--- src/rtl/spi_rdid_shifter_if.sv ---
// Bus bundle between the SPI shift engine and its environment (request side plus SPI pins).
// id_match exists only when SPI_ID_CHECK_EN is defined.
interface spi_rdid_shifter_if;
   logic        start;
   logic [7:0]  tx_cmd;
   logic        busy;
   logic        done;
   logic [23:0] rx_data;
   logic        sck;
   logic        mosi;
   logic        miso;
   logic        cs_n;
`ifdef SPI_ID_CHECK_EN
   logic        id_match;
`endif

   // master: upstream FSM plus the flash device; slave: the shift engine
   modport master (
      output start, tx_cmd, miso,
      input  busy, done, rx_data, sck, mosi, cs_n
`ifdef SPI_ID_CHECK_EN
      , input id_match
`endif
   );

   modport slave (
      input  start, tx_cmd, miso,
      output busy, done, rx_data, sck, mosi, cs_n
`ifdef SPI_ID_CHECK_EN
      , output id_match
`endif
   );
endinterface

--- src/rtl/spi_rdid_shifter.sv ---
// SPI mode-0 engine: sends an 8-bit command, reads a 24-bit response, pulses done.
// Optional JEDEC ID compare output enabled by defining SPI_ID_CHECK_EN.
module spi_rdid_shifter #(
   parameter int unsigned CLK_DIV = 4
`ifdef SPI_ID_CHECK_EN
   , parameter logic [23:0] EXPECTED_ID = 24'h20BA18
`endif
) (
   input logic               clk,
   input logic               reset,
   spi_rdid_shifter_if.slave bus
);

   localparam int unsigned CntW = $clog2(CLK_DIV + 1);

   typedef enum logic [2:0] {StIdle, StSetup, StTx, StRx, StHold} state_e;

   state_e            state_q, state_d;
   logic [CntW-1:0]   div_q, div_d;
   logic [5:0]        bit_q, bit_d;
   logic              phase_q, phase_d;
   logic [7:0]        cmd_q, cmd_d;
   logic [23:0]       shift_q, shift_d;
   logic [23:0]       rx_q, rx_d;
   logic              done_q, done_d;
   logic              last_half;
   logic              sck_o, mosi_o, cs_n_o, busy_o;
`ifdef SPI_ID_CHECK_EN
   logic              id_q, id_d;
`endif

   assign last_half = (div_q == CntW'(CLK_DIV - 1));

   always_ff @(posedge clk) begin
      if (!reset) begin
         state_q <= StIdle;
         div_q   <= '0;
         bit_q   <= '0;
         phase_q <= 1'b0;
         cmd_q   <= '0;
         shift_q <= '0;
         rx_q    <= '0;
         done_q  <= 1'b0;
`ifdef SPI_ID_CHECK_EN
         id_q    <= 1'b0;
`endif
      end else begin
         state_q <= state_d;
         div_q   <= div_d;
         bit_q   <= bit_d;
         phase_q <= phase_d;
         cmd_q   <= cmd_d;
         shift_q <= shift_d;
         rx_q    <= rx_d;
         done_q  <= done_d;
`ifdef SPI_ID_CHECK_EN
         id_q    <= id_d;
`endif
      end
   end

   always_comb begin
      state_d = state_q;
      div_d   = div_q;
      bit_d   = bit_q;
      phase_d = phase_q;
      cmd_d   = cmd_q;
      shift_d = shift_q;
      rx_d    = rx_q;
      done_d  = 1'b0;
`ifdef SPI_ID_CHECK_EN
      id_d    = id_q;
`endif
      if (state_q != StIdle) begin
         div_d = last_half ? '0 : div_q + CntW'(1);
      end
      unique case (state_q)
         StIdle: begin
            if (bus.start) begin
               state_d = StSetup;
               cmd_d   = bus.tx_cmd;
               div_d   = '0;
               bit_d   = '0;
               phase_d = 1'b0;
               shift_d = '0;
            end
         end
         StSetup: begin
            if (last_half) state_d = StTx;
         end
         StTx, StRx: begin
            if (last_half) begin
               phase_d = ~phase_q;
               // the edge that raises sck is the one that samples miso
               if (!phase_q) begin
                  if (state_q == StRx) shift_d = {shift_q[22:0], bus.miso};
               end else begin
                  bit_d = bit_q + 6'd1;
                  if (state_q == StTx) cmd_d = {cmd_q[6:0], 1'b0};
                  if (bit_q == 6'd7) state_d = StRx;
                  else if (bit_q == 6'd31) state_d = StHold;
               end
            end
         end
         StHold: begin
            if (last_half) begin
               state_d = StIdle;
               done_d  = 1'b1;
               rx_d    = shift_q;
`ifdef SPI_ID_CHECK_EN
               id_d    = (shift_q == EXPECTED_ID);
`endif
            end
         end
         default: state_d = StIdle;
      endcase
   end

   always_comb begin
      sck_o  = phase_q && ((state_q == StTx) || (state_q == StRx));
      mosi_o = ((state_q == StSetup) || (state_q == StTx)) ? cmd_q[7] : 1'b0;
      cs_n_o = (state_q == StIdle);
      busy_o = (state_q != StIdle);
   end

   assign bus.sck     = sck_o;
   assign bus.mosi    = mosi_o;
   assign bus.cs_n    = cs_n_o;
   assign bus.busy    = busy_o;
   assign bus.done    = done_q;
   assign bus.rx_data = rx_q;
`ifdef SPI_ID_CHECK_EN
   assign bus.id_match = id_q;
`endif

endmodule

--- src/flat_wrapper.sv ---
// flat-port wrapper written by rule: the top's interface ports become plain ports
module spi_rdid_shifter_flat 
#(
   parameter int unsigned CLK_DIV = 4

)
  (clk, reset, bus_start, bus_tx_cmd, bus_miso, bus_busy, bus_done, bus_rx_data, bus_sck, bus_mosi, bus_cs_n);
  spi_rdid_shifter_if bus_i ();
  input logic clk;
  input logic reset;
  input wire logic [$bits(bus_i.start)-1:0] bus_start;
  input wire logic [$bits(bus_i.tx_cmd)-1:0] bus_tx_cmd;
  input wire logic [$bits(bus_i.miso)-1:0] bus_miso;
  output wire logic [$bits(bus_i.busy)-1:0] bus_busy;
  output wire logic [$bits(bus_i.done)-1:0] bus_done;
  output wire logic [$bits(bus_i.rx_data)-1:0] bus_rx_data;
  output wire logic [$bits(bus_i.sck)-1:0] bus_sck;
  output wire logic [$bits(bus_i.mosi)-1:0] bus_mosi;
  output wire logic [$bits(bus_i.cs_n)-1:0] bus_cs_n;
  assign bus_i.start = bus_start;
  assign bus_i.tx_cmd = bus_tx_cmd;
  assign bus_i.miso = bus_miso;
  assign bus_busy = bus_i.busy;
  assign bus_done = bus_i.done;
  assign bus_rx_data = bus_i.rx_data;
  assign bus_sck = bus_i.sck;
  assign bus_mosi = bus_i.mosi;
  assign bus_cs_n = bus_i.cs_n;
  spi_rdid_shifter #(.CLK_DIV(CLK_DIV)) u_core (.clk(clk), .reset(reset), .bus(bus_i));
endmodule
--- config.mk ---
export PLATFORM = sky130hd
export DESIGN_NAME = spi_rdid_shifter_flat
export DESIGN_NICKNAME = d
export VERILOG_FILES = /design/src/rtl/spi_rdid_shifter_if.sv /design/src/rtl/spi_rdid_shifter.sv /design/src/flat_wrapper.sv
export SDC_FILE = /design/constraint.sdc
export NUM_CORES = 1
export LEC_CHECK = 0
export BUFFER_PORTS_ARGS = -buffer_cell sky130_fd_sc_hd__buf_2
export CAP_MARGIN = 10
export CORE_ASPECT_RATIO = 1.4
export CORE_MARGIN = 2
export CORE_UTILIZATION = 58
export DETAILED_ROUTE_END_ITERATION = 10
export GPL_TIMING_DRIVEN = 0
export PLACE_DENSITY = 0.91
export SKIP_CTS_REPAIR_TIMING = 1
export SYNTH_ARGS = -nofsm -noshare
export SYNTH_HDL_FRONTEND = slang
export SYNTH_SLANG_ARGS = --single-unit
--- constraint.sdc ---
create_clock -name clk -period 3 [get_ports clk]
set_input_delay 0.75 -clock clk [delete_from_list [all_inputs] [get_ports clk]]
set_output_delay 0.75 -clock clk [all_outputs]
set_load 0.1 [all_outputs]
Word level (Yosys, flattened, before mapping)
Index checks and enable logic that the tools add are counted.
{"block": "classes", "add_sub_neg": 2, "multipliers": 0, "div": 0, "magnitude_cmp": 0, "n_eq_ne": 16, "shift": 0, "mux": 31, "bitwise": 1, "reduce_logical": 14}
{"operator": "24-bit 2-to-1 mux", "count": 4}
{"operator": "24-bit case mux with 2 select lines", "count": 1}
{"operator": "3-bit 2-to-1 mux", "count": 11}
{"operator": "8-bit 2-to-1 mux", "count": 4}
{"operator": "6-bit 2-to-1 mux", "count": 3}
{"operator": "8-bit case mux with 2 select lines", "count": 1}
{"operator": "2-bit by 1-bit inequality test with 1-bit output, second input constant", "count": 6}
{"operator": "3-bit case mux with 4 select lines", "count": 1}
{"operator": "6-bit case mux with 2 select lines", "count": 1}
{"operator": "5-bit AND reduction", "count": 2}
{"operator": "3-bit by 2-bit == test with 1-bit output, second input constant", "count": 3}
{"operator": "6-bit by 1-bit adder with 6-bit output, second input constant", "count": 1}
{"operator": "6-bit by 3-bit == test with 1-bit output, second input constant", "count": 1}
{"operator": "6-bit by 5-bit == test with 1-bit output, second input constant", "count": 1}
{"operator": "6-bit AND reduction", "count": 1}
{"operator": "1-bit 2-to-1 mux", "count": 4}
{"operator": "2-bit inequality test, second input constant", "count": 2}
{"operator": "2-bit AND reduction", "count": 2}
{"operator": "4-bit AND reduction", "count": 1}
{"operator": "3-bit by 1-bit adder with 3-bit output, second input constant", "count": 1}
{"operator": "3-bit by 1-bit == test with 1-bit output, second input constant", "count": 1}
{"operator": "3-bit == test, second input constant", "count": 1}
{"operator": "3-bit zero test", "count": 1}
{"operator": "3-bit by 1-bit inequality test with 1-bit output, second input constant", "count": 1}
{"operator": "other kinds (8)", "count": 9}
{"block": "word_totals", "regBits": 70, "latch_bits": 0, "mem_bits_rw": 0, "rom_bits": 0, "in_bits": 12, "out_inout_bits": 29, "elab_cells": 72, "n_memories": 0}

Longest topological paths before layout
Gate-level depths: netlist of run 1.
{"block": "depth", "depth_word": 6, "mapped_depth": 7, "mapped_depth_nobuf": 5}

Worst setup path after synthesis of run 1
Ideal clock, no wire load.
{"block": "synth_path", "path_type": "register -> register", "from": "register u_core.state_q[0]", "to": "register u_core.bit_q[2]", "setup_ps": 120, "arrival_time_ps": 4910, "required_time_ps": 2880, "slack_ps": -2030, "path_stages_with_launch": 7, "path_buffers": 1, "synth_period_minus_slack_ps": 5030, "path_cell_list": "dfxtp_1 -> buf_6 -> nor3_1 -> inv_1 -> o21ai_0 -> or4_1 -> nand2_1"}
{"block": "synth_via", "elab_cells_between_ends": 10, "classes_between": "eq/ne: 5; mux: 1; reduce/logical: 4"}
{"item": "start: declaration", "line_no": "spi_rdid_shifter.sv:18", "source": "state_e state_q, state_d;"}
{"item": "start signal: assignment", "line_no": "spi_rdid_shifter.sv:36", "source": "state_q <= StIdle;"}
{"item": "start signal: assignment", "line_no": "spi_rdid_shifter.sv:48", "source": "state_q <= state_d;"}
{"item": "3-bit zero test (*)"}
{"item": "named net bus_cs_n", "line_no": "flat_wrapper.sv:19", "source": "output wire logic [$bits(bus_i.cs_n)-1:0] bus_cs_n;"}
{"item": "2-bit inequality test (no line) / 2-bit nonzero test (equally long branches)"}
{"item": "4-bit AND reduction (no line)"}
{"item": "end signal: assignment", "line_no": "spi_rdid_shifter.sv:50", "source": "bit_q <= bit_d;"}
{"item": "end: declaration", "line_no": "spi_rdid_shifter.sv:20", "source": "logic [5:0] bit_q, bit_d;"}
The timed path passes the listed nets; every way through them passes the cells marked *.
A chain may end at the register's enable or synchronous reset.

Worst setup path after layout of run 1
{"block": "layout_path", "from": "register u_core.state_q[1]", "to": "output bus_sck"}
{"block": "layout_via", "elab_chain_len": 3, "elab_cells_between_ends": 4, "classes_between": "eq/ne: 2; reduce/logical: 2"}
{"item": "3-bit by 2-bit == test with 1-bit output", "line_no": "spi_rdid_shifter.sv:120", "source": "sck_o = phase_q && ((state_q == StTx) || (state_q == StRx));"}
{"item": "1-bit logical OR (*)", "line_no": "spi_rdid_shifter.sv:120"}
{"item": "1-bit logical AND (*)", "line_no": "spi_rdid_shifter.sv:120"}
{"item": "end: declaration", "line_no": "flat_wrapper.sv:17", "source": "output wire logic [$bits(bus_i.sck)-1:0] bus_sck;"}
Every way passes the cells marked *; elsewhere a longest branch is shown, timed or not.

==> results.md, run 1 <==
* Setup crit start kind: flop
* Max_cap viols at 0
* Combinational share of power at 21.4%
* CTS Buf Count at 9
* Sequential share of power at 45.8%
* DP Area at 3200 µm²
* Syn_nets at 364
* Area contributors post-synth: dfxtp_1 (48%), nand2_1 (15%), mux2i_1 (8.2%)
* Switching power at 0.663 mW
* Cell depth of the worst flop-to-flop path at 7
* Final Hold Viols at 0
* Antenna violations before repair at 0
* P&R area growth vs syn at 16.3%
* Register area share after synthesis at 48.1%
* Clk sinks at 70
* Met3 Wirelength at 292 µm
* Worst EP required at 2.25 ns
* Critical Path End Type: output pin
* Core area at 4840 µm²
* Yosys warns at 0
* Layout cell share with drive strength beyond 1 at 16.8%
* Hold Worst Slack at 0.456 ns
* Worst min path class: reg -> reg
* CTS Buffer Depth at 2
* WL final at 6460 µm
* Async SR Flop Fraction at 0%
* Cell Count, Final, Fillers Out at 469
* Nets at 414
* Overall routing resource usage at 24.6%
* CTS HTree Levels at 3
* # rows at 30
* Worst slew pin tran at 0.513 ns
* Remaining Overflow, GRT at 0
* Post-synth EDFFs at 0
* Syn Inst Count at 350
* Top-count cell post-synth: nand2_1
* Finish-stage setup viols at 0
* #FFs+latches synth at 70
* Die width at 63.9 µm
* Final Cycle Share at 91.3%
* Hold Path Cell Cnt at 2
* Clk pwr share at 32.8%
* DRC Markers at 0
* Port Buffers at 39
* Syn avg cell area at 8.33 µm²
* Commonest cells post-synth: nand2_1 (118), dfxtp_1 (70), mux2i_1 (24), a21oi_1 (23), clkbuf_1 (16)
* Final Instance Area at 3390 µm²
* DR iter-0 viols at 236
* Unrepaired setup endpoints after global routing: no
* Top sig layer: met4
* DP HPWL at 4610 µm
* Vias per Instance at 5.53
* Synthesized area at 2910 µm²
* Root Buffer: clkbuf_8
* First-pass GRT wire length at 10,600 µm
* Worst Hold Path EP: u_core.bus.rx_data[17]
* Cell variety after synth at 40
* Post-Place Setup Slack at 0.502 ns
* RePlAce Congestion at 0.912
* Setup ws final at 0.261 ns
* Starting Density at 60.2%
* Via count at 2,594
* Placed cells at 453
* Worst reg2reg setup slack at 0.73 ns
* Arr. time, crit path at 1.99 ns
* Slew Limit Fails at 0
* Reg2reg end: u_core.bus.rx_data[22]
* Met2 WL post-DR at 3390 µm
* Die H at 87.9 µm
* Sw Ratio at 30.9%
* VDD IR max at 0.415 mV
* Final period demand of the worst path at 2.74 ns
* Die footprint at 5620 µm²
* Headroom to the max-slew limit at 65.8%
* Share of the synthesized area in the top cell type at 48.1%
* Vias in the first global route at 2,486
* Met1 WL at 2640 µm
* CP Class: reg -> out
* Final total power at 2.15 mW
* I/O Pins at 41
* Pleak at 1.31 nW
* Post-synth top area cell: dfxtp_1
* Clk_skew at 0.00915 ns
* Power Density at 633 nW/µm²
* Avg WL per Cell at 13.8 µm
* Status: complete, no violations
* Peak Freq at 365 MHz
* Clock Latency Late Sink at 0.34 ns
* CP max FO at 10
* CTS tree: built
* Antenna cell count at 0
* Drt first pass iters at 4
* R2r startpoint: u_core.div_q[0]
* Clk slew on worst S/H paths at 0.07 ns
* Largest net degree at the start of global routing at 12
* Internal power at 1.48 mW
* Remaining antenna violation count after routing at 0
* Hold wc startpoint: u_core.bus.rx_data[17]
* Synth Flop Type: dfxtp_1
==> kinds of logic (layout without fill, tap and decap cells) <==
group	after synthesis	after routing	share of synthesized area [%]
buf+inv	27	82	4.16
xor+xnor	1	1	0.301
simple gates	165	165	24.3
mux	24	24	8.24
compound gates	61	61	14.1
fa+ha+maj	2	2	0.859
flops	70	70	48.1
==> per-layer routing <==
metal / GRT usage (%) / up-vias
met5: 0 / -
met3: 7.33 / 14
met1: 25.2 / 1229
li1: - / 1282
met2: 45.0 / 69
met4: 12.8 / 0
==> flip-flops by register name, indices dropped and copies added (netlist names) <==
signal	count
u_core.bit_q	6
u_core.bus.done	1
u_core.bus.rx_data	24
u_core.cmd_q	8
u_core.div_q	3
u_core.phase_q	1
u_core.shift_q	24
u_core.state_q	3
==> cells in the final DEF (no fill, tap or decap), types with 4 or more instances in the layout <==
master,count
nand3_1,4
a21boi_0,10
a21oi_1,23
buf_2,43
inv_1,4
nand2b_1,4
clkbuf_1,17
o21ai_0,6
nor2_1,14
dfxtp_1,70
mux2i_1,24
clkbuf_8,12
nand2_1,118
a311oi_1,7
==> metrics by stage <==
| step | TNS (ns) | utilization, % |
|---|---|---|
| floorplan | -2.76 | - |
| global placement | 0 | 66.1 |
| detailed placement | 0 | 66.1 |
| CTS | 0 | 69.9 |
| global route | 0 | 70.0 |
| finish | 0 | 70.0 |
==> cell type report <==
cell class / instances / area (µm²)
well taps: 64 / 80.1
inverters: 5 / 18.8
plain buffers: 22 / 103
fillers: 394 / 1450
clock buffers: 13 / 169
flip-flops and latches: 70 / 1400
clock inverters: 3 / 17.5
multi-input cells: 253 / 1400
repair buffers: 39 / 195
==> critical path: stages (launching register included) <==
cell and delay (ns):
dfxtp_1 0.37, buf_2 0.27, inv_1 0.13, nor2_2 0.29
and2_1 0.17, buf_2 0.41
==> power by group through the flow <==
stage | clock network (mW) | logic [mW] | registers (mW)
3_5_place_dp | 0 | 0.457 | 1.00
4_1_cts | 0.714 | 0.459 | 0.981
3_3_place_gp | 0 | 0.447 | 1.00
2_1_floorplan | 0 | 0.385 | 0.998
5_1_grt | 0.758 | 0.493 | 0.984
6_report | 0.705 | 0.460 | 0.982
==> worst max path at each step <==
stage,from,to,slack [ns],cells past startpoint
4_1_cts,u_core.state_q[1],bus_sck,0.13,5
2_1_floorplan,u_core.state_q[0],u_core.bit_q[2],-0.59,6
3_3_place_gp,u_core.state_q[1],bus_sck,0.56,5
5_1_grt,u_core.state_q[1],bus_sck,0.14,5
3_5_place_dp,u_core.state_q[1],bus_sck,0.50,5
6_report,u_core.state_q[1],bus_sck,0.26,5
(Power assumes the default switching activity.)
==> inputs of run 2 (changes only) <==
--- a/config.mk
+++ b/config.mk
@@ -7,11 +7,13 @@
 export LEC_CHECK = 0
 export BUFFER_PORTS_ARGS = -buffer_cell sky130_fd_sc_hd__buf_2
 export CAP_MARGIN = 10
-export CORE_ASPECT_RATIO = 1.4
+export CORE_ASPECT_RATIO = 1.1
 export CORE_MARGIN = 2
 export CORE_UTILIZATION = 58
 export DETAILED_ROUTE_END_ITERATION = 10
+export GPL_ROUTABILITY_DRIVEN = 0
 export GPL_TIMING_DRIVEN = 0
+export HOLD_SLACK_MARGIN = 0.06
 export PLACE_DENSITY = 0.91
 export SKIP_CTS_REPAIR_TIMING = 1
 export SYNTH_ARGS = -nofsm -noshare
==> results.md, run 2 (same netlist as run 1, synthesis figures left out) <==
* DRC Markers at 0 (unchanged)
* Status: complete, no violations (unchanged)
* Worst path slowest cell: buf_2 (unchanged)
* Largest net degree at the start of global routing at 15 (was 12)
* Sequential share of power at 44.3% (was 45.8%)
* DR iter-0 viols at 191 (was 236)
* Remaining Overflow, GRT at 0 (unchanged)
* Sw Ratio at 32.0% (was 30.9%)
* Internal power at 1.51 mW (was 1.48 mW)
* Avg WL per Cell at 13.5 µm (was 13.8 µm)
* Die footprint at 5610 µm² (was 5620 µm²)
* Commonest non-fill, non-tap cells in the layout: nand2_1 (118), dfxtp_1 (70), buf_2 (43) (unchanged)
* Arr. time, crit path at 2.04 ns (was 1.99 ns)
* Drt first pass iters at 5 (was 4)
* Met3 Wirelength at 265 µm (was 292 µm)
* Worst min path class: reg -> reg (unchanged)
* Met2 WL post-DR at 3100 µm (was 3390 µm)
* VDD IR max at 0.307 mV (was 0.415 mV)
* Starting Density at 59.1% (was 60.2%)
* CP max FO at 10 (unchanged)
* Setup crit start kind: flop (unchanged)
* Vias per Instance at 5.52 (was 5.53)
* Clk_skew at 0.00994 ns (was 0.00915 ns)
* Vias in the first global route at 2,410 (was 2,486)
* Cell depth of the worst flop-to-flop path at 7 (unchanged)
* Critical Path End Type: output pin (unchanged)
* Final Hold Viols at 0 (unchanged)
* Critical-path cell list: buf_2 > inv_1 > nor2_1 > and2_1 > buf_2 (was buf_2 > inv_1 > nor2_2 > and2_1 > buf_2)
* DP HPWL at 4330 µm (was 4610 µm)
* Clock Latency Late Sink at 0.36 ns (was 0.34 ns)
* Clk pwr share at 34.9% (was 32.8%)
* CP Class: reg -> out (unchanged)
* Most common cell after layout, fill and taps aside: nand2_1 (unchanged)
* Final Cycle Share at 92.8% (was 91.3%)
* Die width at 71.6 µm (was 63.9 µm)
* Worst slew pin tran at 0.491 ns (was 0.513 ns)
* Antenna cell count at 0 (unchanged)
* CTS tree: built (unchanged)
* # rows at 27 (was 30)
* Layout cell share with drive strength beyond 1 at 16.8% (unchanged)
* Headroom to the max-slew limit at 67.5% (was 65.8%)
* Crit path top cell by count: buf_2 (unchanged)
* Core area at 4930 µm² (was 4840 µm²)
* Placed cells at 447 (was 453)
* Cell Count, Final, Fillers Out at 463 (was 469)
* CTS Buffer Depth at 2 (unchanged)
* Finish-stage setup viols at 0 (unchanged)
* Port Buffers at 39 (unchanged)
* Clk slew on worst S/H paths at 0.08 ns (was 0.07 ns)
* CTS HTree Levels at 3 (unchanged)
* Power Density at 653 nW/µm² (was 633 nW/µm²)
* Die H at 78.3 µm (was 87.9 µm)
* Nets at 414 (unchanged)
* WL final at 6240 µm (was 6460 µm)
* Overall routing resource usage at 23.7% (was 24.6%)
* Clk sinks at 70 (unchanged)
* Worst reg2reg setup slack at 0.64 ns (was 0.73 ns)
* Top sig layer: met4 (unchanged)
* P&R area growth vs syn at 16.5% (was 16.3%)
* Remaining antenna violation count after routing at 0 (unchanged)
* CP peak stage delay at 0.42 ns (was 0.41 ns)
* Met1 WL at 2770 µm (was 2640 µm)
* Pleak at 1.31 nW (about the same)
* Max_cap viols at 0 (unchanged)
* I/O Pins at 41 (unchanged)
* First-pass GRT wire length at 10,500 µm (was 10,600 µm)
* Final period demand of the worst path at 2.79 ns (was 2.74 ns)
* Setup ws final at 0.215 ns (was 0.261 ns)
* Combinational share of power at 20.8% (was 21.4%)
* Peak Freq at 359 MHz (was 365 MHz)
* Unrepaired setup endpoints after global routing: no (unchanged)
* Final total power at 2.22 mW (was 2.15 mW)
* Hold Worst Slack at 0.457 ns (was 0.456 ns)
* Via count at 2,555 (was 2,594)
* Setup TNS at 0 ns (unchanged)
* CTS Buf Count at 9 (unchanged)
* Post-Place Setup Slack at 0.597 ns (was 0.502 ns)
* Worst EP required at 2.25 ns (about the same)
* Switching power at 0.710 mW (was 0.663 mW)
* Antenna violations before repair at 0 (unchanged)
* Slew Limit Fails at 0 (unchanged)
* Root Buffer: clkbuf_8 (unchanged)
* Hold Path Cell Cnt at 2 (unchanged)
[run 2: cell count changes in the layout (fill, tap and decap cells not counted), sizes merged]
cell,before,now
bufinv,0,1
clkbuf,29,25
clkinvlp,1,2
inv,5,7
[run 2: through the flow]
stage                     utilization [%]  instance area, µm²
after global routing                 68.8                3400
after floorplan                         -                2920
after CTS                            68.8                3400
final                                68.8                3400
after global placement               64.7                3190
after detailed placement             64.7                3190
[run 2: worst paths after layout]
check	startpoint	endpoint
worst max-delay path	u_core.state_q[1]	bus_sck
worst min-delay path	u_core.bus.rx_data[19]	u_core.bus.rx_data[19]
worst max register to register	u_core.div_q[0]	u_core.bus.rx_data[23]
worst min register to register	u_core.bus.rx_data[19]	u_core.bus.rx_data[19]
[run 2: power by group through the flow]
stage	sequential, mW	clock [mW]	combinational (mW)
2_1_floorplan	0.998	0	0.385
3_3_place_gp	1.00	0	0.450
3_5_place_dp	1.01	0	0.457
4_1_cts	0.984	0.788	0.458
5_1_grt	0.987	0.825	0.491
6_report	0.984	0.775	0.460
[run 2: worst max-delay path: cells and delay by family (launching register included)]
| family | cells | cell delay, ns |
|---|---|---|
| buffers and inverters | 3 | 0.77 |
| and+or+nand+nor | 2 | 0.54 |
| DFF | 1 | 0.37 |
[run 2: area by class of cell]
type | count | area (µm²)
clock buffers | 9 | 124
flip-flops and latches | 70 | 1400
plain buffers | 22 | 103
inverters | 5 | 18.8
clock inverters | 7 | 80.1
fillers | 406 | 1540
well taps | 58 | 72.6
multi-input cells | 253 | 1400
repair buffers | 39 | 195
[run 2: routing by layer]
layer	track usage [%]	up-vias
met2	39.8	77
met5	0	-
met4	11.9	0
met3	5.13	10
li1	-	1284
met1	28.3	1184
